$ cat config.mk
export PLATFORM = sky130hd
export DESIGN_NAME = alu_addc_chain
export DESIGN_NICKNAME = d
export VERILOG_FILES = /design/src/rtl/alu_addc_chain.sv
export SDC_FILE = /design/constraint.sdc
export NUM_CORES = 1
export LEC_CHECK = 0
export CAP_MARGIN = 15
export CORE_AREA = 2 2 90 92
export DETAILED_ROUTE_END_ITERATION = 10
export DIE_AREA = 0 0 92 94
export PLACE_DENSITY = 0.7
export SYNTH_ARGS = -nofsm -noshare
export SYNTH_HDL_FRONTEND = slang
export SYNTH_SLANG_ARGS = --single-unit
$ cat constraint.sdc
create_clock -name clk -period 7.1 [get_ports clk]
set_input_delay 1.42 -clock clk [delete_from_list [all_inputs] [get_ports clk]]
set_output_delay 1.42 -clock clk [all_outputs]
set_load 0.02 [all_outputs]
$ cat src/rtl/alu_addc_chain.sv
// Multi-word add-with-carry sequencer: words stream in low-order first, carry is
// chained internally, and XM23 PSW flags for the whole chain appear with the last word.
module alu_addc_chain #(
   parameter int WIDTH = 16
) (
   input  logic             clk,
   input  logic             rst_n,
   input  logic             start,
   input  logic             carry_in,
   input  logic             in_valid,
   output logic             in_ready,
   input  logic [WIDTH-1:0] a,
   input  logic [WIDTH-1:0] b,
   input  logic             in_last,
   output logic             out_valid,
   input  logic             out_ready,
   output logic [WIDTH-1:0] result,
   output logic             out_last,
   output logic [15:0]      psw_out,
   output logic [15:0]      psw_msk,
   output logic             busy,
   output logic [7:0]       word_idx
);

   typedef enum logic [1:0] {IDLE, RUN, DRAIN} state_t;

   state_t           state, state_nxt;
   logic             carry_reg;
   logic             zacc;
   logic             first;
   logic             accept;
   logic [WIDTH-1:0] sum;
   logic             cout;
   logic             z_nxt;
   logic             v_nxt;

   assign in_ready = (state == RUN) && (!out_valid || out_ready);
   assign accept   = in_ready && in_valid;
   assign busy     = (state != IDLE);
   assign psw_msk  = (out_valid && out_last) ? 16'h0017 : 16'h0000;

   assign {cout, sum} = {1'b0, a} + {1'b0, b} + {{WIDTH{1'b0}}, carry_reg};
   assign z_nxt = zacc && (sum == '0);
   assign v_nxt = (a[WIDTH-1] == b[WIDTH-1]) && (sum[WIDTH-1] != a[WIDTH-1]);

   always_comb begin
      state_nxt = state;
      case (state)
         IDLE:    if (start) state_nxt = RUN;
         RUN:     if (accept && in_last) state_nxt = DRAIN;
         DRAIN:   if (out_valid && out_ready) state_nxt = IDLE;
         default: state_nxt = IDLE;
      endcase
   end

   always_ff @(posedge clk or negedge rst_n) begin
      if (!rst_n) state <= IDLE;
      else        state <= state_nxt;
   end

   always_ff @(posedge clk or negedge rst_n) begin
      if (!rst_n) begin
         carry_reg <= 1'b0;
         zacc      <= 1'b1;
         first     <= 1'b0;
         word_idx  <= 8'd0;
         result    <= '0;
         out_valid <= 1'b0;
         out_last  <= 1'b0;
         psw_out   <= 16'h0000;
      end else begin
         if (state == IDLE && start) begin
            carry_reg <= carry_in;
            zacc      <= 1'b1;
            first     <= 1'b1;
            word_idx  <= 8'd0;
         end
         if (accept) begin
            result    <= sum;
            carry_reg <= cout;
            zacc      <= z_nxt;
            out_valid <= 1'b1;
            out_last  <= in_last;
            first     <= 1'b0;
            if (!first) word_idx <= word_idx + 8'd1;
            // intermediate words only carry the running C/Z; msk keeps them out of the PSW
            if (in_last) psw_out <= {11'b0, v_nxt, 1'b0, sum[WIDTH-1], z_nxt, cout};
            else         psw_out <= {14'b0, z_nxt, cout};
         end else if (out_valid && out_ready) begin
            out_valid <= 1'b0;
         end
      end
   end

endmodule

==> impl_results.md <==
* Result of the run: complete, no violations
* Distinct cell type count after synthesis at between 40 and 50
* Post-CTS setup-driven buffer insertion count at 0
* Cells taking the most area after synthesis: dfrtp_1 36%, buf_4 8.5%, ha_1 8.4%, nand2_1 5.4%, o21ai_0 4.4%
* Synthesized area per cell at 9.416 um^2
* Synthesis-to-layout area growth at 33.98%
* Worst Max-Slew Pin Slew at 0.7856 ns
* Critical path fanouts, max at 3
* Insertion delay to the later sink of the worst-skew pair at about 0.28 ns
* DR pass1 iterations at 4
* MaxCap Viol Count at 0
* Area of the core at 7607 um^2
* Cells after Synth at approximately 250
* Vias post-DR at between 1500 and 2000
* Flip-flop count of the largest register after layout at 16
* Final Hold Vio Count at 0
* Cells resized by post-CTS repair at 0
* Static Leakage at 1.387 nW
* Number of core rows at 32
* Post-route fraction of the period consumed by the critical path at between 60 and 70%
* Min Tclk post-route at 4.317 ns
* Total die area at 8648 um^2
* Synth area leader: dfrtp_1
* Setup WS post-layout at 2.783 ns
* Detail Placement HPWL at 4395 um
* Slowest library cell on the worst path: clkdlybuf4s50_1
* Sequential area share after synthesis at a little under two fifths
* Routability-driven placement congestion ratio at 0.7591
* Sinks on Clock Net at 35
* Count of input and output buffers at 74
* Syn Std Cell Area at ~2400 um^2
* Registers with the most flip-flops: result (16), word_idx (8), psw_out (4)
* R2R Setup Slk at 4.08 ns
* Footprint of the multi-input gates at 1353 um^2
* Post-route ant nets at 0
* Number of global-route vias before repair at 1955
* Horizontal extent of the die at 92 um
* Data required time at the worst endpoint at 5.68 ns
* Total area of sequential cells at 877.1 um^2
* Unrepaired setup endpoints after global routing: no
* Initial Util at 31.32%
* First-pass GRT wire length at 9190 um
* Cell area power density at 315.5 nW/um^2
* Total negative setup slack at 0 ns
* Post-layout instance count excluding filler cells at 430
* Root Buffer: clkbuf_8
* Final-report setup violation count at 0
* Path type of the worst setup path: in -> out
* Pin count of the biggest net entering global routing at 36
* Detail-routed via count per cell at about 4.6
* Placed Cells incl. Taps at 422
* Worst max-slew margin expressed relative to the limit at between 40 and 50%
* Arrival time reported for the critical path endpoint at 2.90 ns
* IR Drop Worst-Case VDD at between 0.1 and 0.15 mV
* Wirelength per Cell at 12.68 um
* Max-slew violation total from the final report at 0
* DRC viols at 0
* Category of the worst setup path launch point: input port
* Area share of the largest cell type after synthesis at 35.71%
* Class of the tightest hold or removal check: reg -> reg
* Clock buffer count from CTS at 5
* Biggest register: result
* Clock transition at the registers of the reported paths at 0.07 ns
* Largest stage delay on the critical path at 0.59 ns
* Post-Place Worst Slack at 2.586 ns
* Count of H-tree levels built during CTS at 2
* Ordered cell list for the critical path: clkdlybuf4s50_1 -> inv_1 -> a21oi_1 -> and2_1 -> clkdlybuf4s50_1
* Proportion of layout cells with a drive suffix above 1 at 8.841%
* CTS tree: yes
* Count of inserted antenna diode cells at 0
* Number of DRC markers after the initial detailed-route iteration at 66
* Most frequent cell on the critical path: clkdlybuf4s50_1
* Worst clock skew at between 0.005 and 0.006 ns
* Aggregate global routing overflow at 0
* Post-CTS Hold Buffers at 0
* Die Height at approximately 94 um
* Global Route Usage Sum at a little over an eighth
* Initial antenna violation count at 0
* Register bit total from synthesis at 35
* Filler cell count at 769
* # IOs at 99
* Detailed-route wire length at 5453 um
* NumNets Final at between 300 and 400
* Maximum clock insertion buffer count at 2
* Achievable frequency at between 0.2 and 0.25 GHz
* Critical Path End Type: output pin
* Ys Warns at 0
-- where the power goes --
group	internal, mW	switching (mW)	leakage [nW]
combinational	0.252	0.283	0.910
sequential	0.280	0.0557	0.438
clock	0.0696	0.0667	0.0395
total	0.602	0.405	1.39
-- final cells by class --
cell class,count,share of cell area [%]
multi-input cells,207,42.38
inverters,3,0.3528
well taps,102,3.998
repair buffers,75,23.29
clock buffers,8,2.509
flip-flops and latches,35,27.48
-- kinds of logic after synthesis --
group | count (synthesis) | synth area share, %
flip-flops | 35 | 36.82
AO/OA/AOI/OAI | 57 | 16.91
multiplexers | 9 | 4.149
buffers and inverters | 34 | 10.03
other | 1 | 0.1574
XOR/XNOR | 14 | 5.147
AND/OR/NAND/NOR | 85 | 16.70
adder cells (fa/ha/maj) | 18 | 10.08
-- cell usage in the layout, fill, tap and decap left out, types with 3 or more instances in the layout --
cell,instances
clkdlybuf4s50_1,73
nand2_1,34
dfrtp_1,34
conb_1,24
o21ai_0,21
nor2_1,18
ha_1,16
nand3_1,8
xor2_1,8
mux2_2,7
a21oi_1,6
nand4_1,6
xnor2_1,6
a21o_1,5
clkbuf_8,5
nor3_1,4
inv_1,3
and3_1,3
o211ai_1,3
o31ai_1,3
a211oi_2,3
clkbuf_1,3
-- cell usage after synthesis, drive strengths merged --
cell,number
dfrtp,34
nand2,34
buf,27
o21ai,23
nor2,19
ha,16
a21oi,8
nand3,8
xor2,8
mux2,7
a21o,6
nand4,6
xnor2,6
and3,5
a211oi,4
clkbuf,4
nor3,4
and2,3
inv,3
o211ai,3
o31ai,3
o41ai,3
a211o,2
fa,2
mux2i,2
nor4,2
o21a,2
or3,2
a21boi,1
a22o,1
a31o,1
and2b,1
conb,1
dfstp,1
nor2b,1
-- worst max-delay path, delay by kind of cell --
family | cells | cell delay (ns)
and+or+nand+nor | 1 | 0.15
buffers and inverters | 3 | 1.13
AOI/OAI and AO/OA | 1 | 0.19
-- through the flow --
step	utilization, %	total power, mW	hold slack, ns	cell area [um^2]
final	41.96	1.007	0.4822	3192
after global routing	41.96	1.086	0.5143	3192
after CTS	41.96	1.022	0.4874	3192
after detailed placement	40.90	0.8821	0.4722	3112
after global placement	40.90	0.8737	0.4652	3112
after floorplan	-	0.6560	0.4452	2469
-- worst paths after layout --
path | start | end | cells past startpoint
worst max-delay path | out_ready | in_ready | 5
worst min-delay path | result[2]$_DFFE_PN0P_ | result[2]$_DFFE_PN0P_ | 2
worst max register to register | carry_reg$_DFFE_PN0P_ | carry_reg$_DFFE_PN0P_ | 10
worst min register to register | result[2]$_DFFE_PN0P_ | result[2]$_DFFE_PN0P_ | 2
max in group asynchronous | rst_n | result[12]$_DFFE_PN0P_ | 1
min in group asynchronous | rst_n | result[2]$_DFFE_PN0P_ | 1
-- layer usage --
| metal | up-vias | part of all wire (%) | track usage (%) |
|---|---|---|---|
| li1 | 992 | - | - |
| met4 | 0 | 1.5 | 3.358 |
| met3 | 9 | 5.6 | 3.451 |
| met2 | 81 | 47 | 22.24 |
| met1 | 892 | 46 | 16.94 |
| met5 | - | 0 | 0 |
Power figures use the tool's default switching activity.
